`config.mk`:
```
export PLATFORM = sky130hd
export DESIGN_NAME = mc_control_unit_flat
export DESIGN_NICKNAME = d
export VERILOG_FILES = /design/src/rtl/mc_control_unit_if.sv /design/src/rtl/mc_control_unit.sv /design/src/flat_wrapper.sv
export SDC_FILE = /design/constraint.sdc
export NUM_CORES = 1
export LEC_CHECK = 0
export CORE_ASPECT_RATIO = 1.1
export CORE_MARGIN = 8
export CORE_UTILIZATION = 49
export DETAILED_ROUTE_END_ITERATION = 6
export HOLD_SLACK_MARGIN = 0.12
export PLACE_DENSITY = 0.9
export SETUP_SLACK_MARGIN = 0.1
export SYNTH_ARGS = -nofsm -noshare
export SYNTH_HDL_FRONTEND = slang
export SYNTH_SLANG_ARGS = --single-unit
```
`constraint.sdc`:
```
create_clock -name clk -period 3.5 [get_ports clk]
set_input_delay 1.05 -clock clk [delete_from_list [all_inputs] [get_ports clk]]
set_output_delay 1.05 -clock clk [all_outputs]
set_load 0.05 [all_outputs]
```
`src/rtl/mc_control_unit_if.sv`:
```
// Control/datapath bundle for the multicycle control unit: decode inputs,
// memory handshake, and the mux selects / strobes driven back to the datapath.
interface mc_control_unit_if;
   logic [5:0] opcode;
   logic [5:0] funct;
   logic       zero_flag;
   logic       mem_ready;
   logic [3:0] alu_op;
   logic [1:0] a_sel;
   logic [2:0] b_sel;
   logic       pc_write;
   logic [1:0] pc_src;
   logic       ir_write;
   logic       iord;
   logic       mem_read;
   logic       mem_write;
   logic       reg_write;
   logic [1:0] reg_dst;
   logic [1:0] wb_sel;
   logic       illegal;
   logic       bus_err;
   logic [3:0] state;

   modport master (
      input  opcode, funct, zero_flag, mem_ready,
      output alu_op, a_sel, b_sel, pc_write, pc_src, ir_write, iord,
             mem_read, mem_write, reg_write, reg_dst, wb_sel,
             illegal, bus_err, state
   );

   modport slave (
      output opcode, funct, zero_flag, mem_ready,
      input  alu_op, a_sel, b_sel, pc_write, pc_src, ir_write, iord,
             mem_read, mem_write, reg_write, reg_dst, wb_sel,
             illegal, bus_err, state
   );
endinterface

```
`src/rtl/mc_control_unit.sv`:
```
// Multicycle MIPS-subset control FSM with memory-wait timeout.
// Optional jal support is enabled by defining MC_CTRL_JAL_EN.
module mc_control_unit #(
   parameter int unsigned MEM_TIMEOUT = 255
) (
   input  logic               clk,
   input  logic               rst_n,
   mc_control_unit_if.master  bus
);

   localparam int unsigned CNT_W = (MEM_TIMEOUT > 1) ? $clog2(MEM_TIMEOUT + 1) : 1;

   localparam logic [3:0] ALU_ADD  = 4'b0000;
   localparam logic [3:0] ALU_SUB  = 4'b0001;
   localparam logic [3:0] ALU_BNE  = 4'b0010;
   localparam logic [3:0] ALU_SLT  = 4'b0011;
   localparam logic [3:0] ALU_SLTU = 4'b0100;
   localparam logic [3:0] ALU_AND  = 4'b0101;
   localparam logic [3:0] ALU_OR   = 4'b0110;
   localparam logic [3:0] ALU_XOR  = 4'b0111;
   localparam logic [3:0] ALU_LUI  = 4'b1000;
   localparam logic [3:0] ALU_SLL  = 4'b1001;
   localparam logic [3:0] ALU_SRL  = 4'b1010;
   localparam logic [3:0] ALU_SRA  = 4'b1011;
   localparam logic [3:0] ALU_NOR  = 4'b1111;

   localparam logic [5:0] OP_RTYPE = 6'b000000;
   localparam logic [5:0] OP_J     = 6'b000010;
   localparam logic [5:0] OP_JAL   = 6'b000011;
   localparam logic [5:0] OP_BEQ   = 6'b000100;
   localparam logic [5:0] OP_BNE   = 6'b000101;
   localparam logic [5:0] OP_ADDI  = 6'b001000;
   localparam logic [5:0] OP_SLTI  = 6'b001010;
   localparam logic [5:0] OP_SLTIU = 6'b001011;
   localparam logic [5:0] OP_ANDI  = 6'b001100;
   localparam logic [5:0] OP_ORI   = 6'b001101;
   localparam logic [5:0] OP_XORI  = 6'b001110;
   localparam logic [5:0] OP_LUI   = 6'b001111;
   localparam logic [5:0] OP_LW    = 6'b100011;
   localparam logic [5:0] OP_SW    = 6'b101011;

   localparam logic [5:0] F_SLL  = 6'b000000;
   localparam logic [5:0] F_SRL  = 6'b000010;
   localparam logic [5:0] F_SRA  = 6'b000011;
   localparam logic [5:0] F_JR   = 6'b001000;
   localparam logic [5:0] F_ADD  = 6'b100000;
   localparam logic [5:0] F_SUB  = 6'b100010;
   localparam logic [5:0] F_AND  = 6'b100100;
   localparam logic [5:0] F_OR   = 6'b100101;
   localparam logic [5:0] F_XOR  = 6'b100110;
   localparam logic [5:0] F_NOR  = 6'b100111;
   localparam logic [5:0] F_SLT  = 6'b101010;
   localparam logic [5:0] F_SLTU = 6'b101011;

   typedef enum logic [3:0] {
      S_FETCH    = 4'd0,
      S_DECODE   = 4'd1,
      S_EXEC_R   = 4'd2,
      S_R_WB     = 4'd3,
      S_EXEC_I   = 4'd4,
      S_I_WB     = 4'd5,
      S_MEM_ADDR = 4'd6,
      S_MEM_RD   = 4'd7,
      S_MEM_WB   = 4'd8,
      S_MEM_WR   = 4'd9,
      S_BRANCH   = 4'd10,
      S_JUMP     = 4'd11,
      S_JAL_LINK = 4'd12,
      S_ILLEGAL  = 4'd13,
      S_BUS_ERR  = 4'd14
   } state_e;

   state_e           state_q, state_d;
   logic [CNT_W-1:0] cnt_q, cnt_d;
   logic             tmo_hit_c;
   logic             mem_state_c;

   logic [3:0] alu_op_c;
   logic [1:0] a_sel_c;
   logic [2:0] b_sel_c;
   logic       pc_write_c;
   logic [1:0] pc_src_c;
   logic       ir_write_c;
   logic       iord_c;
   logic       mem_read_c;
   logic       mem_write_c;
   logic       reg_write_c;
   logic [1:0] reg_dst_c;
   logic [1:0] wb_sel_c;
   logic       illegal_c;
   logic       bus_err_c;

   // A wait that reaches the limit loses only if mem_ready is still low in that cycle.
   assign tmo_hit_c   = (MEM_TIMEOUT != 0) && (cnt_q == CNT_W'(MEM_TIMEOUT));
   assign mem_state_c = (state_q == S_FETCH) || (state_q == S_MEM_RD) || (state_q == S_MEM_WR);

   always_ff @(posedge clk or negedge rst_n) begin
      if (!rst_n) begin
         state_q <= S_FETCH;
         cnt_q   <= '0;
      end else begin
         state_q <= state_d;
         cnt_q   <= cnt_d;
      end
   end

   always_comb begin
      state_d     = state_q;
      cnt_d       = cnt_q;
      alu_op_c    = ALU_ADD;
      a_sel_c     = 2'd0;
      b_sel_c     = 3'd0;
      pc_write_c  = 1'b0;
      pc_src_c    = 2'd0;
      ir_write_c  = 1'b0;
      iord_c      = 1'b0;
      mem_read_c  = 1'b0;
      mem_write_c = 1'b0;
      reg_write_c = 1'b0;
      reg_dst_c   = 2'd0;
      wb_sel_c    = 2'd0;
      illegal_c   = 1'b0;
      bus_err_c   = 1'b0;

      case (state_q)
         S_FETCH: begin
            mem_read_c = 1'b1;
            b_sel_c    = 3'd1;
            if (bus.mem_ready) begin
               ir_write_c = 1'b1;
               pc_write_c = 1'b1;
               state_d    = S_DECODE;
            end else if (tmo_hit_c) begin
               state_d = S_BUS_ERR;
            end
         end
         S_DECODE: begin
            b_sel_c = 3'd4;
            case (bus.opcode)
               OP_RTYPE:        state_d = S_EXEC_R;
               OP_LW, OP_SW:    state_d = S_MEM_ADDR;
               OP_BEQ, OP_BNE:  state_d = S_BRANCH;
               OP_J:            state_d = S_JUMP;
`ifdef MC_CTRL_JAL_EN
               OP_JAL:          state_d = S_JAL_LINK;
`endif
               OP_ADDI, OP_SLTI, OP_SLTIU, OP_ANDI,
               OP_ORI, OP_XORI, OP_LUI: state_d = S_EXEC_I;
               default:         state_d = S_ILLEGAL;
            endcase
         end
         S_EXEC_R: begin
            a_sel_c = 2'd1;
            state_d = S_R_WB;
            case (bus.funct)
               F_ADD:  alu_op_c = ALU_ADD;
               F_SUB:  alu_op_c = ALU_SUB;
               F_AND:  alu_op_c = ALU_AND;
               F_OR:   alu_op_c = ALU_OR;
               F_XOR:  alu_op_c = ALU_XOR;
               F_NOR:  alu_op_c = ALU_NOR;
               F_SLT:  alu_op_c = ALU_SLT;
               F_SLTU: alu_op_c = ALU_SLTU;
               F_SLL: begin
                  alu_op_c = ALU_SLL;
                  a_sel_c  = 2'd2;
               end
               F_SRL: begin
                  alu_op_c = ALU_SRL;
                  a_sel_c  = 2'd2;
               end
               F_SRA: begin
                  alu_op_c = ALU_SRA;
                  a_sel_c  = 2'd3;
                  b_sel_c  = 3'd5;
               end
               F_JR: begin
                  pc_write_c = 1'b1;
                  pc_src_c   = 2'd3;
                  state_d    = S_FETCH;
               end
               default: state_d = S_ILLEGAL;
            endcase
         end
         S_R_WB: begin
            reg_write_c = 1'b1;
            reg_dst_c   = 2'd1;
            state_d     = S_FETCH;
         end
         S_EXEC_I: begin
            a_sel_c = 2'd1;
            b_sel_c = 3'd2;
            state_d = S_I_WB;
            case (bus.opcode)
               OP_SLTI:  alu_op_c = ALU_SLT;
               OP_SLTIU: alu_op_c = ALU_SLTU;
               OP_ANDI: begin
                  alu_op_c = ALU_AND;
                  b_sel_c  = 3'd3;
               end
               OP_ORI: begin
                  alu_op_c = ALU_OR;
                  b_sel_c  = 3'd3;
               end
               OP_XORI: begin
                  alu_op_c = ALU_XOR;
                  b_sel_c  = 3'd3;
               end
               OP_LUI: begin
                  alu_op_c = ALU_LUI;
                  b_sel_c  = 3'd3;
               end
               default: alu_op_c = ALU_ADD;
            endcase
         end
         S_I_WB: begin
            reg_write_c = 1'b1;
            state_d     = S_FETCH;
         end
         S_MEM_ADDR: begin
            a_sel_c = 2'd1;
            b_sel_c = 3'd2;
            state_d = (bus.opcode == OP_LW) ? S_MEM_RD : S_MEM_WR;
         end
         S_MEM_RD: begin
            mem_read_c = 1'b1;
            iord_c     = 1'b1;
            if (bus.mem_ready)   state_d = S_MEM_WB;
            else if (tmo_hit_c)  state_d = S_BUS_ERR;
         end
         S_MEM_WB: begin
            reg_write_c = 1'b1;
            wb_sel_c    = 2'd1;
            state_d     = S_FETCH;
         end
         S_MEM_WR: begin
            mem_write_c = 1'b1;
            iord_c      = 1'b1;
            if (bus.mem_ready)   state_d = S_FETCH;
            else if (tmo_hit_c)  state_d = S_BUS_ERR;
         end
         S_BRANCH: begin
            a_sel_c    = 2'd1;
            alu_op_c   = (bus.opcode == OP_BEQ) ? ALU_SUB : ALU_BNE;
            pc_write_c = bus.zero_flag;
            pc_src_c   = 2'd1;
            state_d    = S_FETCH;
         end
         S_JUMP: begin
            pc_write_c = 1'b1;
            pc_src_c   = 2'd2;
            state_d    = S_FETCH;
         end
`ifdef MC_CTRL_JAL_EN
         S_JAL_LINK: begin
            reg_write_c = 1'b1;
            reg_dst_c   = 2'd2;
            wb_sel_c    = 2'd2;
            pc_write_c  = 1'b1;
            pc_src_c    = 2'd2;
            state_d     = S_FETCH;
         end
`endif
         S_ILLEGAL: illegal_c = 1'b1;
         S_BUS_ERR: bus_err_c = 1'b1;
         default:   state_d   = S_FETCH;
      endcase

      // Wait counter restarts on every state change and only runs while stalled.
      if (state_d != state_q) begin
         cnt_d = '0;
      end else if (mem_state_c && !bus.mem_ready && (MEM_TIMEOUT != 0)) begin
         cnt_d = cnt_q + CNT_W'(1);
      end

      // Write strobes must not leak while reset is held, even with mem_ready high.
      if (!rst_n) begin
         pc_write_c  = 1'b0;
         ir_write_c  = 1'b0;
         reg_write_c = 1'b0;
         mem_write_c = 1'b0;
      end
   end

   assign bus.alu_op    = alu_op_c;
   assign bus.a_sel     = a_sel_c;
   assign bus.b_sel     = b_sel_c;
   assign bus.pc_write  = pc_write_c;
   assign bus.pc_src    = pc_src_c;
   assign bus.ir_write  = ir_write_c;
   assign bus.iord      = iord_c;
   assign bus.mem_read  = mem_read_c;
   assign bus.mem_write = mem_write_c;
   assign bus.reg_write = reg_write_c;
   assign bus.reg_dst   = reg_dst_c;
   assign bus.wb_sel    = wb_sel_c;
   assign bus.illegal   = illegal_c;
   assign bus.bus_err   = bus_err_c;
   assign bus.state     = state_q;

endmodule

```
`src/flat_wrapper.sv`:
```
// flat-port wrapper written by rule: the top's interface ports become plain ports
module mc_control_unit_flat 
#(
   parameter int unsigned MEM_TIMEOUT = 255
)
  (clk, rst_n, bus_opcode, bus_funct, bus_zero_flag, bus_mem_ready, bus_alu_op, bus_a_sel, bus_b_sel, bus_pc_write, bus_pc_src, bus_ir_write, bus_iord, bus_mem_read, bus_mem_write, bus_reg_write, bus_reg_dst, bus_wb_sel, bus_illegal, bus_bus_err, bus_state);
  mc_control_unit_if bus_i ();
  input  logic clk;
  input  logic rst_n;
  input wire logic [$bits(bus_i.opcode)-1:0] bus_opcode;
  input wire logic [$bits(bus_i.funct)-1:0] bus_funct;
  input wire logic [$bits(bus_i.zero_flag)-1:0] bus_zero_flag;
  input wire logic [$bits(bus_i.mem_ready)-1:0] bus_mem_ready;
  output wire logic [$bits(bus_i.alu_op)-1:0] bus_alu_op;
  output wire logic [$bits(bus_i.a_sel)-1:0] bus_a_sel;
  output wire logic [$bits(bus_i.b_sel)-1:0] bus_b_sel;
  output wire logic [$bits(bus_i.pc_write)-1:0] bus_pc_write;
  output wire logic [$bits(bus_i.pc_src)-1:0] bus_pc_src;
  output wire logic [$bits(bus_i.ir_write)-1:0] bus_ir_write;
  output wire logic [$bits(bus_i.iord)-1:0] bus_iord;
  output wire logic [$bits(bus_i.mem_read)-1:0] bus_mem_read;
  output wire logic [$bits(bus_i.mem_write)-1:0] bus_mem_write;
  output wire logic [$bits(bus_i.reg_write)-1:0] bus_reg_write;
  output wire logic [$bits(bus_i.reg_dst)-1:0] bus_reg_dst;
  output wire logic [$bits(bus_i.wb_sel)-1:0] bus_wb_sel;
  output wire logic [$bits(bus_i.illegal)-1:0] bus_illegal;
  output wire logic [$bits(bus_i.bus_err)-1:0] bus_bus_err;
  output wire logic [$bits(bus_i.state)-1:0] bus_state;
  assign bus_i.opcode = bus_opcode;
  assign bus_i.funct = bus_funct;
  assign bus_i.zero_flag = bus_zero_flag;
  assign bus_i.mem_ready = bus_mem_ready;
  assign bus_alu_op = bus_i.alu_op;
  assign bus_a_sel = bus_i.a_sel;
  assign bus_b_sel = bus_i.b_sel;
  assign bus_pc_write = bus_i.pc_write;
  assign bus_pc_src = bus_i.pc_src;
  assign bus_ir_write = bus_i.ir_write;
  assign bus_iord = bus_i.iord;
  assign bus_mem_read = bus_i.mem_read;
  assign bus_mem_write = bus_i.mem_write;
  assign bus_reg_write = bus_i.reg_write;
  assign bus_reg_dst = bus_i.reg_dst;
  assign bus_wb_sel = bus_i.wb_sel;
  assign bus_illegal = bus_i.illegal;
  assign bus_bus_err = bus_i.bus_err;
  assign bus_state = bus_i.state;
  mc_control_unit #(.MEM_TIMEOUT(MEM_TIMEOUT)) u_core (.clk(clk), .rst_n(rst_n), .bus(bus_i));
endmodule
```
==> run_results.csv <==
group,metric,value,unit
route,dr.pass1.iters,6,
timing,finalHoldViolCount,0,
timing,timing.final.ws_setup,-132,ps
yosys,synth.top_cell.area_share,0.192,
worst_setup_path,crit_fanout,2,
yosys,avgSynthCellArea,7.49,um^2
timing,fin_tns_setup,-132,ps
timing,whs,584,ps
pwr,p_per_area,676,nW/um^2
cts,postCtsHoldBufs,0,
finish,diodes,0,
placement,gp_congestion,0.902,
yosys,synth_cell_types,66,
cts,tritoncts,"built",
yosys,synth_warnings,0,
route,drtIter0Drc,211,
min_path,hp-class,"register to register",
floorplan,initial_utilization,0.514,
finish,area_delta_synth_final,57.2,%
worst_setup_path,r2r-start,"u_core.bus.state[0]",
yosys,synthFlopType,"dfrtp_1",
floorplan,die_w,69.9,um
global_route,grt_first_pass_wirelength,8730,um
cts,h-tree-depth,1,
route,postRouteWirelength,5450,um
timing,relSlewSlack,0.500,
route,drc,0,
global_route,grt_overflow,0,
timing,timing.fmax,275,MHz
route,vias_per_cell,6.51,
yosys,synth_area,1570,um^2
timing,final-setup-viol-count,1,
worst_setup_path,r2r_slack,730,ps
worst_setup_path,critical_path_class,"input pin to output port",
floorplan,die_h,75.3,um
route,route.antenna.remaining_nets,0,
cts,cts_made_buffers,3,
placement,hpwl,4000,um
timing,period_minus_slack,3630,ps
worst_setup_path,worstRegToRegCells,7,
route,vias,1985,
timing,rsz0062_at_grt,"yes",
floorplan,die_area,5260,um^2
finish,final_cell_area,2460,um^2
placement,dpl_cell_area,2350,um^2
worst_setup_path,critPathLaunchType,"input pin",
timing,finalCritPeriodShare,1.04,
outcome,violations,"setup timing",
cts,clock_latency,270,ps
run,drv_cap,0,
yosys,yosys.area.top_type,"dfrtp_1",
cts,cts_num_sinks,12,
min_path,min_from,"u_core.cnt_q[0]",
timing,final.setup_skew,7.92,ps
timing,worst_pin_slew,750,ps
pwr,power.leakage,1.10,nW
yosys,syn_inst,209,
floorplan,io_pins,43,
worst_setup_path,critical_path_required,2450,ps
floorplan,coreArea,3050,um^2
min_path,hold_path_depth,2,
global_route,antenna_found_initial,0,
pwr,ir_drop,0.818,mV
yosys,ys_top_cells_by_area,"dfrtp_1, nand2_1, nor2_1",
yosys,ys_ff_latch,12,
pwr,finalPower,1.66,mW
finish,fin_nets,290,
yosys,async_reset_ff_frac,1.00,
timing,drv_slew,0,
worst_setup_path,critPathCaptureType,"output port",
global_route,grt.total_usage,0.197,
floorplan,rows,21,
global_route,grt_max_degree,19,
route,wl_per_cell,17.9,um
finish,drive_above_1_share,0.369,
global_route,grt_pass1_vias,1845,
worst_setup_path,cp-startpoint,"bus_funct[0]",
cts,cts-root-buf,"clkbuf_4",
worst_setup_path,cp.arrival,2580,ps
cts,clk_path_buf_depth,2,
yosys,ys_seq_area_frac,0.192,
yosys,synth_edf_count,0,
placement,port_buffers,40,
outcome,status,"complete, but fails checks",
cts,clkTransAtPathRegs,60,ps
[cells in the final DEF, fill, tap and decap left out, types with 3 or more instances in the layout]
master | netlist | final
inv_1 | 10 | 9
nand2_1 | 21 | 19
buf_6 | 1 | 5
buf_4 | 2 | 38
clkbuf_4 | 0 | 3
a21oi_1 | 14 | 13
o32a_1 | 3 | 3
nor2_2 | 0 | 3
and3_1 | 3 | 3
nor2b_1 | 4 | 3
o211ai_1 | 5 | 5
buf_12 | 0 | 12
nand2b_1 | 4 | 3
nand3_1 | 6 | 5
nor3_4 | 1 | 3
dfrtp_1 | 12 | 10
nor4_1 | 9 | 8
nor2_1 | 19 | 16
clkdlybuf4s50_1 | 0 | 10
xor2_1 | 7 | 7
o21ai_0 | 8 | 8
buf_2 | 11 | 4
dlymetal6s2s_1 | 0 | 4
a31oi_1 | 3 | 3
nor3_2 | 0 | 3
[area by class of cell]
| class | instances | area (um^2) |
|---|---|---|
| tap | 34 | 42.5 |
| sequential | 12 | 303 |
| clock buffer | 3 | 22.5 |
| inverter | 10 | 37.5 |
| multi-input combinational | 170 | 1280 |
| timing repair buffer | 76 | 771 |
| fill | 167 | 587 |
[registers in the layout, indices dropped and copies added (netlist names)]
register          count
u_core.bus.state      4
u_core.cnt_q          8
[stage by stage]
| stage | util | worst slack [ps] | instances |
|---|---|---|---|
| finish | 0.807 | -132 | 305 |
| global route | 0.807 | -199 | 305 |
| CTS | 0.805 | -130 | 304 |
| detailed placement | 0.772 | -535 | 299 |
| global placement | 0.772 | -482 | 299 |
| floorplan | - | -676 | 210 |
[critical path: stages]
cell      delay [ps]
buf_6             90
or3_4            400
nor3_4           230
nand2_2           90
a211oi_4         260
a221oi_2          70
nor4_4           210
buf_12           180
[power breakdown]
part	total, mW	switching (mW)	internal [mW]	leakage [nW]
sequential	0.260	0.0959	0.164	0.160
clock	0.0807	0.0410	0.0398	0.0138
combinational	1.32	0.824	0.498	0.923
total	1.66	0.960	0.702	1.10
[routing by layer]
metal	track usage	routed length, um	up-vias	part of all wire
met4	0.0424	80	0	0.015
met1	0.242	2200	919	0.40
li1	-	-	909	-
met2	0.338	2600	140	0.48
met5	0	0	-	0
met3	0.0540	573	17	0.11
[logic make-up after synthesis]
kind of cell | Yosys count | synth area share
and+or+nand+nor | 96 | 0.353
AOI/OAI and AO/OA | 59 | 0.289
buffers and inverters | 28 | 0.0855
DFF | 12 | 0.192
xor gates and xnor gates | 9 | 0.0504
muxes | 3 | 0.0208
adders and majority gates | 1 | 0.00799
other | 1 | 0.00240
[path summary, 6_finish.rpt]
path,endpoint
min in group asynchronous,u_core.bus.state[3]
setup reg to reg,u_core.cnt_q[3]
setup / recovery,bus_pc_write
max in group asynchronous,u_core.bus.state[1]
hold / removal,u_core.cnt_q[0]
hold reg to reg,u_core.cnt_q[0]
[synth_stat cells (2+ instances only)]
library cell and instances:
nand2_1 21, clkbuf_1 3, inv_1 10, o2bb2ai_1 2
nor3_1 5, xnor2_1 2, nor4_2 2, and4_1 2
a31oi_1 3, or4_1 2, nor4_1 9, and3_1 3
nor4b_1 2, nor2b_1 4, o32ai_1 2, nand4_1 2
o32a_1 3, a21oi_1 14, o211a_1 2, dfrtp_1 12
nand2b_1 4, nand3_1 6, nand4b_1 2, a41o_1 2
nor2_1 19, o21bai_1 2, o211ai_1 5, buf_2 11
buf_4 2, or3_1 2, o21ai_0 8, xor2_1 7
[repair_timing]
action                     in CTS  in global routing
setup buffers                   2                  1
hold endpoints to repair        0                  0
resized for setup              54                 11
setup endpoints to repair      11                 12
cloned                          0                  0
pin swaps                      13                  4
Note: power is estimated with default switching activity, not from simulation.
